==> src/rtl/imem_pkg.sv <==
// Shared sizing defaults and FSM encoding for the instruction-memory load arbiter.
package imem_pkg;

  localparam int WORD_SIZE_DEF  = 32;
  localparam int DEPTH_DEF      = 256;
  localparam int ADDR_W_DEF     = 8;
  localparam int BYTES_PER_WORD = 4;

  typedef enum logic [1:0] {
    IDLE = 2'd0,
    LOAD = 2'd1,
    RUN  = 2'd2
  } state_t;

endpackage

==> src/rtl/byte_word_packer.sv <==
// Assembles loader bytes big-endian into words; word_done pulses the cycle after
// the last byte of a word is accepted, while word still holds the complete word.
module byte_word_packer
  import imem_pkg::*;
#(
  parameter int WORD_SIZE = WORD_SIZE_DEF
) (
  input  logic                 clk,
  input  logic                 reset,
  input  logic                 clear,
  input  logic                 byte_en,
  input  logic [7:0]           byte_data,
  output logic [1:0]           byte_cnt,
  output logic [WORD_SIZE-1:0] word,
  output logic                 word_done
);

  logic [1:0]           cnt_reg;
  logic [WORD_SIZE-1:0] asm_reg;
  logic                 done_reg;

  always_ff @(posedge clk) begin
    if (reset || clear) begin
      cnt_reg  <= 2'd0;
      asm_reg  <= '0;
      done_reg <= 1'b0;
    end else begin
      done_reg <= byte_en && (cnt_reg == 2'(BYTES_PER_WORD - 1));
      if (byte_en) begin
        // Shifting left puts the first byte of a word in the top lane.
        cnt_reg <= cnt_reg + 2'd1;
        asm_reg <= {asm_reg[WORD_SIZE-9:0], byte_data};
      end
    end
  end

  assign byte_cnt  = cnt_reg;
  assign word      = asm_reg;
  assign word_done = done_reg;

endmodule

==> src/rtl/imem_load_arbiter.sv <==
// Arbitrates instruction memory between a byte-serial program loader and CPU
// fetch: loads words while stalling the CPU, then hands the read port to the CPU.
module imem_load_arbiter
  import imem_pkg::*;
#(
  parameter int WORD_SIZE = WORD_SIZE_DEF,
  parameter int DEPTH     = DEPTH_DEF,
  parameter int ADDR_W    = ADDR_W_DEF
) (
  input  logic                 clk,
  input  logic                 reset,
  input  logic                 load_start,
  input  logic                 load_done,
  input  logic                 byte_valid,
  input  logic [7:0]           byte_data,
  output logic                 byte_ready,
  input  logic [WORD_SIZE-1:0] pc,
  output logic [WORD_SIZE-1:0] instruction,
  output logic                 cpu_stall,
  output logic                 pc_misaligned,
  output logic [ADDR_W-1:0]    mem_raddr,
  input  logic [WORD_SIZE-1:0] mem_rdata,
  output logic                 mem_we,
  output logic [ADDR_W-1:0]    mem_waddr,
  output logic [WORD_SIZE-1:0] mem_wdata,
  output logic [ADDR_W:0]      words_loaded,
  output logic                 load_err
);

  localparam logic [ADDR_W:0] FULL_COUNT = (ADDR_W + 1)'(DEPTH);

  state_t               state_reg;
  logic [ADDR_W:0]      word_cnt_reg;
  logic                 err_reg;
  logic                 mem_we_reg;
  logic [ADDR_W-1:0]    mem_waddr_reg;
  logic [WORD_SIZE-1:0] mem_wdata_reg;

  logic                 byte_en;
  logic [1:0]           byte_cnt;
  logic [WORD_SIZE-1:0] word;
  logic                 word_done;
  logic                 unused_pc_hi;

  assign byte_ready = (state_reg == LOAD) && !load_done;
  assign byte_en    = byte_valid && byte_ready;

  byte_word_packer #(
    .WORD_SIZE (WORD_SIZE)
  ) u_packer (
    .clk       (clk),
    .reset     (reset),
    .clear     (load_start || load_done),
    .byte_en   (byte_en),
    .byte_data (byte_data),
    .byte_cnt  (byte_cnt),
    .word      (word),
    .word_done (word_done)
  );

  always_ff @(posedge clk) begin
    if (reset) begin
      state_reg     <= IDLE;
      word_cnt_reg  <= '0;
      err_reg       <= 1'b0;
      mem_we_reg    <= 1'b0;
      mem_waddr_reg <= '0;
      mem_wdata_reg <= '0;
    end else begin
      mem_we_reg <= 1'b0;
      unique case (state_reg)
        IDLE, RUN: begin
          if (load_start) begin
            state_reg    <= LOAD;
            word_cnt_reg <= '0;
            err_reg      <= 1'b0;
          end
        end
        LOAD: begin
          if (load_start) begin
            // Restart drops any word still in flight along with the counters.
            word_cnt_reg <= '0;
            err_reg      <= 1'b0;
          end else begin
            if (word_done) begin
              if (word_cnt_reg == FULL_COUNT) begin
                err_reg <= 1'b1;
              end else begin
                mem_we_reg    <= 1'b1;
                mem_waddr_reg <= word_cnt_reg[ADDR_W-1:0];
                mem_wdata_reg <= word;
                word_cnt_reg  <= word_cnt_reg + (ADDR_W + 1)'(1);
              end
            end
            if (load_done) begin
              state_reg <= RUN;
              if (byte_cnt != 2'd0) err_reg <= 1'b1;
            end
          end
        end
        default: state_reg <= IDLE;
      endcase
    end
  end

  assign cpu_stall     = (state_reg != RUN);
  assign mem_raddr     = pc[ADDR_W+1:2];
  assign instruction   = (state_reg == RUN) ? mem_rdata : '0;
  assign pc_misaligned = (state_reg == RUN) && (pc[1:0] != 2'd0);
  // Fetch addresses alias above the memory size.
  assign unused_pc_hi  = ^pc[WORD_SIZE-1:ADDR_W+2];

  assign mem_we       = mem_we_reg;
  assign mem_waddr    = mem_waddr_reg;
  assign mem_wdata    = mem_wdata_reg;
  assign words_loaded = word_cnt_reg;
  assign load_err     = err_reg;

endmodule

==> config.mk <==
export PLATFORM = sky130hd
export DESIGN_NAME = imem_load_arbiter
export DESIGN_NICKNAME = d
export VERILOG_FILES = /design/src/rtl/imem_pkg.sv /design/src/rtl/byte_word_packer.sv /design/src/rtl/imem_load_arbiter.sv
export SDC_FILE = /design/constraint.sdc
export NUM_CORES = 1
export LEC_CHECK = 0
export CORE_AREA = 4 4 117 119
export CTS_BUF_LIST = sky130_fd_sc_hd__clkbuf_4
export DETAILED_ROUTE_END_ITERATION = 10
export DIE_AREA = 0 0 121 123
export SYNTH_ARGS = -nofsm -noshare
export SYNTH_HDL_FRONTEND = slang
export SYNTH_SLANG_ARGS = --single-unit
export TNS_END_PERCENT = 30
==> constraint.sdc <==
create_clock -name clk -period 2.1 [get_ports clk]
set_input_delay 0.315 -clock clk [delete_from_list [all_inputs] [get_ports clk]]
set_output_delay 0.315 -clock clk [all_outputs]
set_load 0.05 [all_outputs]
==> summary.txt <==
Outcome
  • Run status: finished, final reports clean

Synthesis
  • Post-synth cell types: 35
  • Post-synthesis compound-gate area fraction: 0.08353
  • Mux cell area share after synthesis: 0.1221
  • Yosys top cell by area: dfxtp_1
  • Synth Area in Adders: 0.01353
  • Largest family of logic cells by synthesized area: simple AND/OR/NAND/NOR gates
  • #FFs+latches synth: 88
  • Ranking of synthesized cells by area: dfxtp_1 (48%), mux2i_1 (12%), nand2_1 (7.9%)
  • Synth Area per Inst: 8.767 sq um
  • Simple-Gate Fraction of Synth Area: 0.2350
  • Ys async rst share: 0
  • Cells after Synth: 422
  • YS warnings: 0
  • Share of the synthesized area in the top cell type: 0.4762
  • Syn Std Cell Area: around 3700 sq um
  • Main synth FF type: dfxtp_1
  • Syn_nets: 503
  • Synth Area in XOR/XNOR: 0.007102
  • Post-synth EDFFs: 0
  • Sequential area share after synthesis: 0.4762

Setup path
  • CP endpoint: words_loaded[2]
  • CP Buf/Inv Count: 1
  • RR Startpoint: words_loaded[0]
  • Worst Path Arrival: between 1.5 and 2 ns
  • Setup CP Type: flip-flop to output pin
  • Reg2Reg Depth: 7
  • CP top delay family: buffers and inverters
  • Max incr delay on CP: 0.83 ns
  • Worst reg2reg endpoint: mem_wdata[19]
  • Setup crit start: words_loaded[2]
  • Max Fanout on Critical Path: 3
  • Critical-path cell list: clkdlybuf4s50_1
  • Worst EP required: around 1.8 ns
  • CP max stage cell: clkdlybuf4s50_1
  • Worst setup SP type: flip-flop
  • Register-to-Register Setup Slack: around 0.17 ns
  • Worst Setup End Kind: output pin
  • WP depth: 1

Route
  • Wire length per cell: about 14 um
  • Vias after detailed routing: 3164
  • Drt drc: 0
  • Drt pass-1 iters: 4
  • Drt total wl: between 10000 and 15000 um
  • 1st-iter DRT viols: 165
  • Final ANT Viol Nets: 0
  • Vias per std cell: approximately 4.4

Global routing
  • Grt ovf: 0
  • Initial antenna violation count: 0
  • Largest net degree at the start of global routing: 36
  • First-pass GRT wire length: around 16000 um
  • GRT Overall Usage: 0.1336
  • Vias in the first global route: 3054

Power
  • PD cells: 474.1 nW/um^2
  • Leak Pwr: 2.006 nW
  • Worst vdd ir: 0.3326 mV
  • Tot Pwr: 2.677 mW

Placement
  • GPL Wtd Cong: 0.8374
  • Input/output buffers: between 100 and 150
  • DP Area: 5535 sq um
  • Detailed placement HPWL: between 7000 and 8000 um

Clocking
  • CTS tree: built
  • Max clock buf depth: 2
  • H-tree depth: 3
  • Reg clk slew, reported paths: 0.12 ns
  • TritonCTS buffer count: 9
  • Clock latency on the worst-skew pair: 0.43 ns
  • CTS root buf: clkbuf_4
  • Sink Count: 88

Final layout
  • Most frequent cells in the layout: clkdlybuf4s50_1 (89), dfxtp_1 (86), nand2_1 (78)
  • Final core utilization: 0.4492
  • N_diodes: 0
  • Final instance area: 5645 sq um
  • Fillers: roughly 1.2k
  • P&R area growth vs syn: 52.59%
  • Most common cell after layout, fill and taps aside: clkdlybuf4s50_1
  • Final #Nets: 626
  • Layout cells sized above 1: 0.1280
  • FF+latch area: 1764 sq um
  • Area of the multi-input gates: 1717 sq um

Floorplan
  • I/O pins: 171
  • Die width: approximately 120 um
  • DIE HEIGHT: 123 um
  • Placeable Area: 12570 sq um
  • Starting density of the core: 0.2944
  • Die area: 14880 sq um
  • Row cnt: 41

STA
  • F_max: 0.5097 GHz
  • Rel. slew slack: 0.6052
  • Final Hold Vio Count: 0
  • Min cycle time layout: approximately 2 ns
  • Final setup violation count: 0
  • Tcrit/Tclk final: 0.9343
  • Clock skew: 0.01754 ns
  • Final Max Slew Viols: 0
  • Worst Tran Pin Value: 0.5907 ns
  • RSZ-0062 raised after global routing: false
  • Setup TNS: 0 ns

Min path
  • Hold Path Class: input pin to flip-flop
  • Hold wc startpoint: reset

Flow run
  • Max-Cap Viols: 0
logic make-up after synthesis:
kind of cell | Yosys count
compound gates | 52
xor+xnor | 3
fa+ha+maj | 4
buf+inv | 44
flops | 88
mux | 45
simple gates | 186
report_power, final:
part,switching [mW],internal [mW]
logic,0.113,0.133
registers,0.00587,1.67
clock network,0.532,0.221
synthesized netlist by cell type (all sizes together) (2+ instances only):
cell    count
nor4b       2
inv        10
ha          4
nor3        2
clkbuf     17
a21oi      41
nor2b       2
nor3b       2
a21o        4
dfxtp      88
xor2        2
nor2       46
mux2i      44
nand2b      6
nand4       3
nand2      78
and2       34
nand3       6
buf        17
worst register-to-register path: stages, from the launching register on:
cell and delay, ns:
dfxtp_1 0.35, inv_1 0.04, ha_1 0.19, nor4b_2 0.20, a2111oi_4 0.43, buf_12 0.30, mux2i_1 0.26, nor2_1 0.06
stage by stage:
step	setup slack (ns)	hold WS [ns]	std cells
4_1_cts	0.006282	0.2785	719
3_5_place_dp	0.08234	0.4505	706
3_3_place_gp	0.1206	0.4485	706
5_1_grt	0.01363	0.2989	719
6_report	0.1380	0.3121	719
2_1_floorplan	-0.1543	0.4360	422
routing by layer:
metal | up-vias | global-route usage | wire [um]
li1 | 1620 | - | -
met1 | 1463 | 0.1606 | 4381
met2 | 74 | 0.2365 | 5055
met3 | 7 | 0.04117 | 502
met4 | 0 | 0.02691 | 67
met5 | - | 0 | 0
what timing repair did:
item | in CTS | in global routing
endpoints found under the setup margin | 3 | 6
hold buffers | 0 | 0
buffers inserted | 0 | 0
gates resized for setup | 4 | 7
worst min-delay path by stage:
stage,endpoint,depth (start not counted),slack [ns]
2_1_floorplan,u_packer.word[24],2,0.44
3_3_place_gp,u_packer.word[29],2,0.45
3_5_place_dp,u_packer.word[24],2,0.45
4_1_cts,words_loaded[1],3,0.28
5_1_grt,mem_waddr[7],3,0.30
6_report,mem_waddr[7],3,0.31
area by class of cell:
type / instances / area share
clock inverter: 4 / 0.004433
inverter: 10 / 0.006649
sequential: 88 / 0.3125
timing repair buffer: 146 / 0.3223
tap: 172 / 0.03812
clock buffer: 9 / 0.01197
multi-input combinational: 290 / 0.3041
No activity file was read; power rests on OpenSTA's default activity.
==> variant 1 (same settings) <==
`ADDR_W_DEF`: 8 -> 9.
--- a/src/rtl/imem_pkg.sv
+++ b/src/rtl/imem_pkg.sv
@@ -3,7 +3,7 @@
 
   localparam int WORD_SIZE_DEF  = 32;
   localparam int DEPTH_DEF      = 256;
-  localparam int ADDR_W_DEF     = 8;
+  localparam int ADDR_W_DEF     = 9;
   localparam int BYTES_PER_WORD = 4;
 
   typedef enum logic [1:0] {
Interface: changed (resized mem_raddr, mem_waddr and words_loaded); port bits go from 171 to 174. No check against the original RTL was run, so the function may have changed too.
==> variant 1 against the original RTL <==
- wire length rose by 2.2%
- first-iteration DRC count is 16% lower
- critical path depth increased by 7
- non-clock buffer count is 12 higher
- setup slack got worse by 0.055 ns
- synthesized area barely moved
- highest routed layer unchanged
- total power is 3.3% higher
- design area grew 2.6%
- largest cell class unchanged
- largest power group unchanged
- sequential cell count increased by 2
- sequential share of layout area is essentially flat
- synthesized cell count grew 11%
- clock skew is 0.0036 ns lower
==> variant 1: results (changes against the original RTL) <==
[place]
port_buffers=134  ; was 132
placed_cell_area_sq_um=5627  ; was 5535 sq um
gp_congestion=0.7610  ; was 0.8374
hpwl_um=7762  ; was 7395 um

[layout]
fill_cells=1253  ; was 1235
drive_gt1_share_pct=15.78  ; was 12.80%
final_nets=678  ; was 626
antennaDiodeCount=0  ; unchanged

[synth]
yosys-top-cells-area=dfxtp_1 49%, nand2_1 16%, a21oi_1 11%, and2_1 5.7%, buf_4 1.8%  ; was dfxtp_1 48%, mux2i_1 12%, nand2_1 7.9%, and2_1 5.7%, a21oi_1 5.5%
synthTopCellsByCount=155 x nand2_1, 90 x dfxtp_1, 80 x a21oi_1  ; was 88 x dfxtp_1, 78 x nand2_1, 46 x nor2_1
syn_nets=549  ; was 503
yosysWarnings=0  ; unchanged
synth-main-ff-cell=dfxtp_1  ; unchanged
synth_cell_type_count=39  ; was 35
ys_seq_area_share_pct=48.67  ; was 47.62%

[routing]
drtPass1Iterations=4  ; unchanged
wl_per_cell_um=13.22  ; was 13.92 um
viasPerCell=4.513  ; was 4.401
drtIter0Drc=138  ; was 165

[global_routing]
grt_pass1_vias=3511  ; was 3054
grt_max_degree=36  ; unchanged
track_usage_pct=13.89  ; was 13.36%
grt_pass1_wl_um=16800  ; was 15800 um
antenna_found_initial=0  ; unchanged

[critical_path]
arrival_ns=2.35  ; was 1.65 ns
slowest_delay_ns=0.50  ; was 0.83 ns
crit_fanout=8  ; was 3
crit_family=compound AO/OA/AOI/OAI gates  ; was buffers and inverters
r2r_cells=8  ; was 7
r2r_end=words_loaded[5]  ; was mem_wdata[19]
startpoint=words_loaded[0]  ; was words_loaded[2]
r2r_slack_ns=0.08  ; was 0.17 ns
cp_slowest_cell=or4b_4  ; was clkdlybuf4s50_1

[sta]
fin_worst_skew_ns=0.01397  ; was 0.01754 ns
slew_headroom_pct=63.85  ; was 60.52%

[min_path]
whs_endpoint=words_loaded[7]  ; was mem_waddr[7]
worstHoldStart=reset  ; unchanged

[pwr]
cellLeakagePower_nw=2.055  ; was 2.006 nW
peakVddDrop_mv=0.3858  ; was 0.3326 mV

[run_status]
status=completed  ; unchanged

[clocking]
cts_max_level=3  ; unchanged
root_buffer=clkbuf_4  ; unchanged

-- variant 1: cell types whose count changed after synthesis, sizes merged, moves of 3 or more --
cell and change:
nand2 +77, o21ai +3, nand2b -6, nor2 -35, a21oi +39, nor4 +3, buf +5, o211ai +3
mux2i -44, nand3 -3, a21o -3
-- variant 1: worst register-to-register path, delay by kind of cell (launching register included) --
| kind | cells | cell delay, ns |
|---|---|---|
| AOI/OAI and AO/OA | 3 | 0.70 |
| adders and majority gates | 1 | 0.13 |
| buffers and inverters | 2 | 0.19 |
| DFF | 1 | 0.34 |
| and+or+nand+nor | 2 | 0.55 |
-- variant 1: power breakdown --
part	leakage, nW	switching [mW]	internal (mW)
registers	0.727	0.00510	1.71
clock network	0.0596	0.553	0.247
logic	1.27	0.111	0.139
total	2.05	0.669	2.09
-- variant 1: stage by stage --
| step | setup slack (ns) | util, % | hold slack, ns | instances |
|---|---|---|---|---|
| 6_report | 0.08253 | 46.08 | 0.2177 | 774 |
| 5_1_grt | 0.01249 | 46.08 | 0.1862 | 774 |
| 2_1_floorplan | -0.05148 | - | 0.4321 | 468 |
| 3_5_place_dp | 0.006588 | 44.77 | 0.4459 | 756 |
| 4_1_cts | 0.006065 | 45.85 | 0.1721 | 774 |
| 3_3_place_gp | 0.05750 | 44.77 | 0.4423 | 756 |
-- variant 1: kinds of logic after synthesis --
kind of cell / Yosys count / share of synthesized area (%)
XOR/XNOR: 3 / 0.7098
flip-flops: 90 / 48.67
AO/OA/AOI/OAI: 99 / 15.82
AND/OR/NAND/NOR: 223 / 26.97
adder cells (fa/ha/maj): 4 / 1.352
buffers and inverters: 49 / 6.488
-- variant 1: what timing repair did --
action                                  in CTS  in global routing
setup buffers                                2                  0
resized for setup                            5                 11
pin swaps                                    1                  4
endpoints found under the setup margin      11                 16
-- variant 1: layout make-up --
class | instances | area (sq um) | area share [%]
timing repair buffer | 158 | 1942 | 33.53
sequential | 90 | 1809 | 31.24
multi-input combinational | 329 | 1683 | 29.06
tap | 172 | 215.2 | 3.716
clock buffer | 10 | 75.07 | 1.296
clock inverter | 6 | 33.78 | 0.5833
inverter | 9 | 33.78 | 0.5833
-- variant 1: routing by layer --
metal	vias up	track usage (%)	wire, um
li1	1769	-	-
met1	1616	16.27	4356
met2	93	23.93	5052
met3	15	5.078	683
met4	0	3.966	137
met5	-	0	0
-- variant 1: worst max path at each step --
stage / end / slack, ns
6_report: words_loaded[5] / 0.08
5_1_grt: words_loaded[3] / 0.01
4_1_cts: words_loaded[6] / 0.006
3_5_place_dp: words_loaded[6] / 0.007
3_3_place_gp: words_loaded[5] / 0.06
2_1_floorplan: words_loaded[5] / -0.05
==> variant 2 (config.mk and constraints unchanged) <==
Made on the original files. Put one more register stage on the output `load_err`, cleared by the reset. The value now appears one clock later. The other outputs are not delayed to match.
--- a/src/rtl/imem_load_arbiter.sv
+++ b/src/rtl/imem_load_arbiter.sv
@@ -114,7 +114,13 @@
   assign mem_waddr    = mem_waddr_reg;
   assign mem_wdata    = mem_wdata_reg;
   assign words_loaded = word_cnt_reg;
-  assign load_err     = err_reg;
+  always_ff @(posedge clk) begin
+    if (reset) begin
+      load_err <= '0;
+    end else begin
+      load_err <= err_reg;
+    end
+  end
 
 endmodule
 
Formal check against the unedited RTL: not equivalent (Yosys sat finds a counterexample within 4 cycles, from zero or initial values and one cycle with reset high).
==> variant 2 against the original RTL <==
- clock power rose by 42%
- global-route usage grew 0.35 points
- maximum frequency rose by 0.34%
- synthesized cell count rose by 8.3%
- setup slack better by 0.0067 ns
- wire length is 4.3% higher
- total power up 12%
- synthesized area is 1.5% higher
- sequential cell count is 1 higher
- combinational power is 5% lower
- design area about the same
- critical path type unchanged
==> variant 2: results (changes against the original RTL) <==
[min_path]
hold_path_depth=2  ; was 3

[layout]
antennaDiodeCount=1  ; was 0
buffer_area_share_pct=31.35  ; was 32.23%
drive_gt1_share_pct=14.38  ; was 12.80%
multi_input_gates=323  ; was 290
clkCellAreaFrac_pct=2.858  ; was 1.640%
final_nets=660  ; was 626

[routing]
wl_met1_um=4626  ; was 4381 um
drtIter0Drc=226  ; was 165
routed_wl_um=10440  ; was 10010 um
routed-wl-met3_um=496  ; was 502 um
viasPerCell=4.425  ; was 4.401
wl_met2_um=5126  ; was 5055 um

[pwr]
peakVddDrop_mv=0.2936  ; was 0.3326 mV
switching_share_pct=23.13  ; was 24.32%
cellLeakagePower_nw=1.975  ; was 2.006 nW
power_frac_comb_pct=7.8  ; was 9.2%

[synth]
synthTopCellsByCount=153 x nand2_1, 89 x dfxtp_1, 70 x a21oi_1  ; was 88 x dfxtp_1, 78 x nand2_1, 46 x nor2_1
syn_nets=538  ; was 503
synthAdderAreaFrac_pct=1.333  ; was 1.353%
synth.mux.area_fraction_pct=0.5333  ; was 12.21%
synth_compound_area_share_pct=13.23  ; was 8.353%
yosys-top-cells-area=dfxtp_1 47%, nand2_1 15%, a21oi_1 9.3%, and2_1 5.8%, buf_6 2.7%  ; was dfxtp_1 48%, mux2i_1 12%, nand2_1 7.9%, and2_1 5.7%, a21oi_1 5.5%
synth_cell_type_count=36  ; was 35
ys_seq_area_share_pct=47.47  ; was 47.62%

[critical_path]
r2r_cells=6  ; was 7

[global_routing]
grt_pass1_vias=3316  ; was 3054
grt_pass1_wl_um=16540  ; was 15800 um
track_usage_pct=13.71  ; was 13.36%
grt_max_degree=41  ; was 36
antenna_found_initial=1  ; was 0

[sta]
fin_worst_skew_ns=0.01436  ; was 0.01754 ns
fmax_ghz=0.5114  ; was 0.5097 GHz
slew_headroom_pct=64.56  ; was 60.52%

[run_status]
status=completed  ; unchanged

[clocking]
post_cts_buffers=0  ; unchanged

[place]
hpwl_um=7700  ; was 7395 um

variant 2: cell types whose count changed after synthesis, moves of 4 or more:
cell / before / now
a21oi_2: 0 / 8
nor2_1: 46 / 9
nand2_1: 78 / 153
a21o_1: 4 / 0
buf_6: 4 / 9
buf_2: 5 / 1
clkbuf_1: 17 / 12
a21oi_1: 41 / 70
mux2i_1: 44 / 2
variant 2: metrics by stage:
stage	hold slack (ns)	cell area (sq um)	std cells	power [mW]
after floorplan	0.4301	3756	457	1.868
after global placement	0.4408	5474	739	1.964
after detailed placement	0.4464	5474	739	1.966
after CTS	0.2627	5632	755	3.043
after global routing	0.2868	5648	757	3.126
final	0.2892	5648	757	2.996
variant 2: worst max path at each step:
stage,startpoint,end,cells past startpoint
after floorplan,state_reg[1],pc_misaligned,4
after detailed placement,load_start,mem_wdata[13],5
after global placement,load_start,mem_wdata[14],5
after CTS,state_reg[1],pc_misaligned,5
final,words_loaded[8],words_loaded[8],1
after global routing,state_reg[1],pc_misaligned,5
variant 2: what timing repair did:
| item | in CTS | in global routing |
|---|---|---|
| endpoints found under the setup margin | 7 | 34 |
| gates cloned | 0 | 1 |
| gates resized for setup | 7 | 5 |
variant 2: kinds of logic after synthesis:
family | count (synthesis)
buffers and inverters | 45
flip-flops | 89
AO/OA/AOI/OAI | 85
adder cells (fa/ha/maj) | 4
multiplexers | 2
XOR/XNOR | 6
AND/OR/NAND/NOR | 226
variant 2: per-layer routing:
metal / GRT usage, % / vias up
li1: - / 1712
met1: 17.59 / 1547
met2: 22.72 / 80
met3: 3.294 / 11
met4: 4.603 / 0
met5: 0 / -
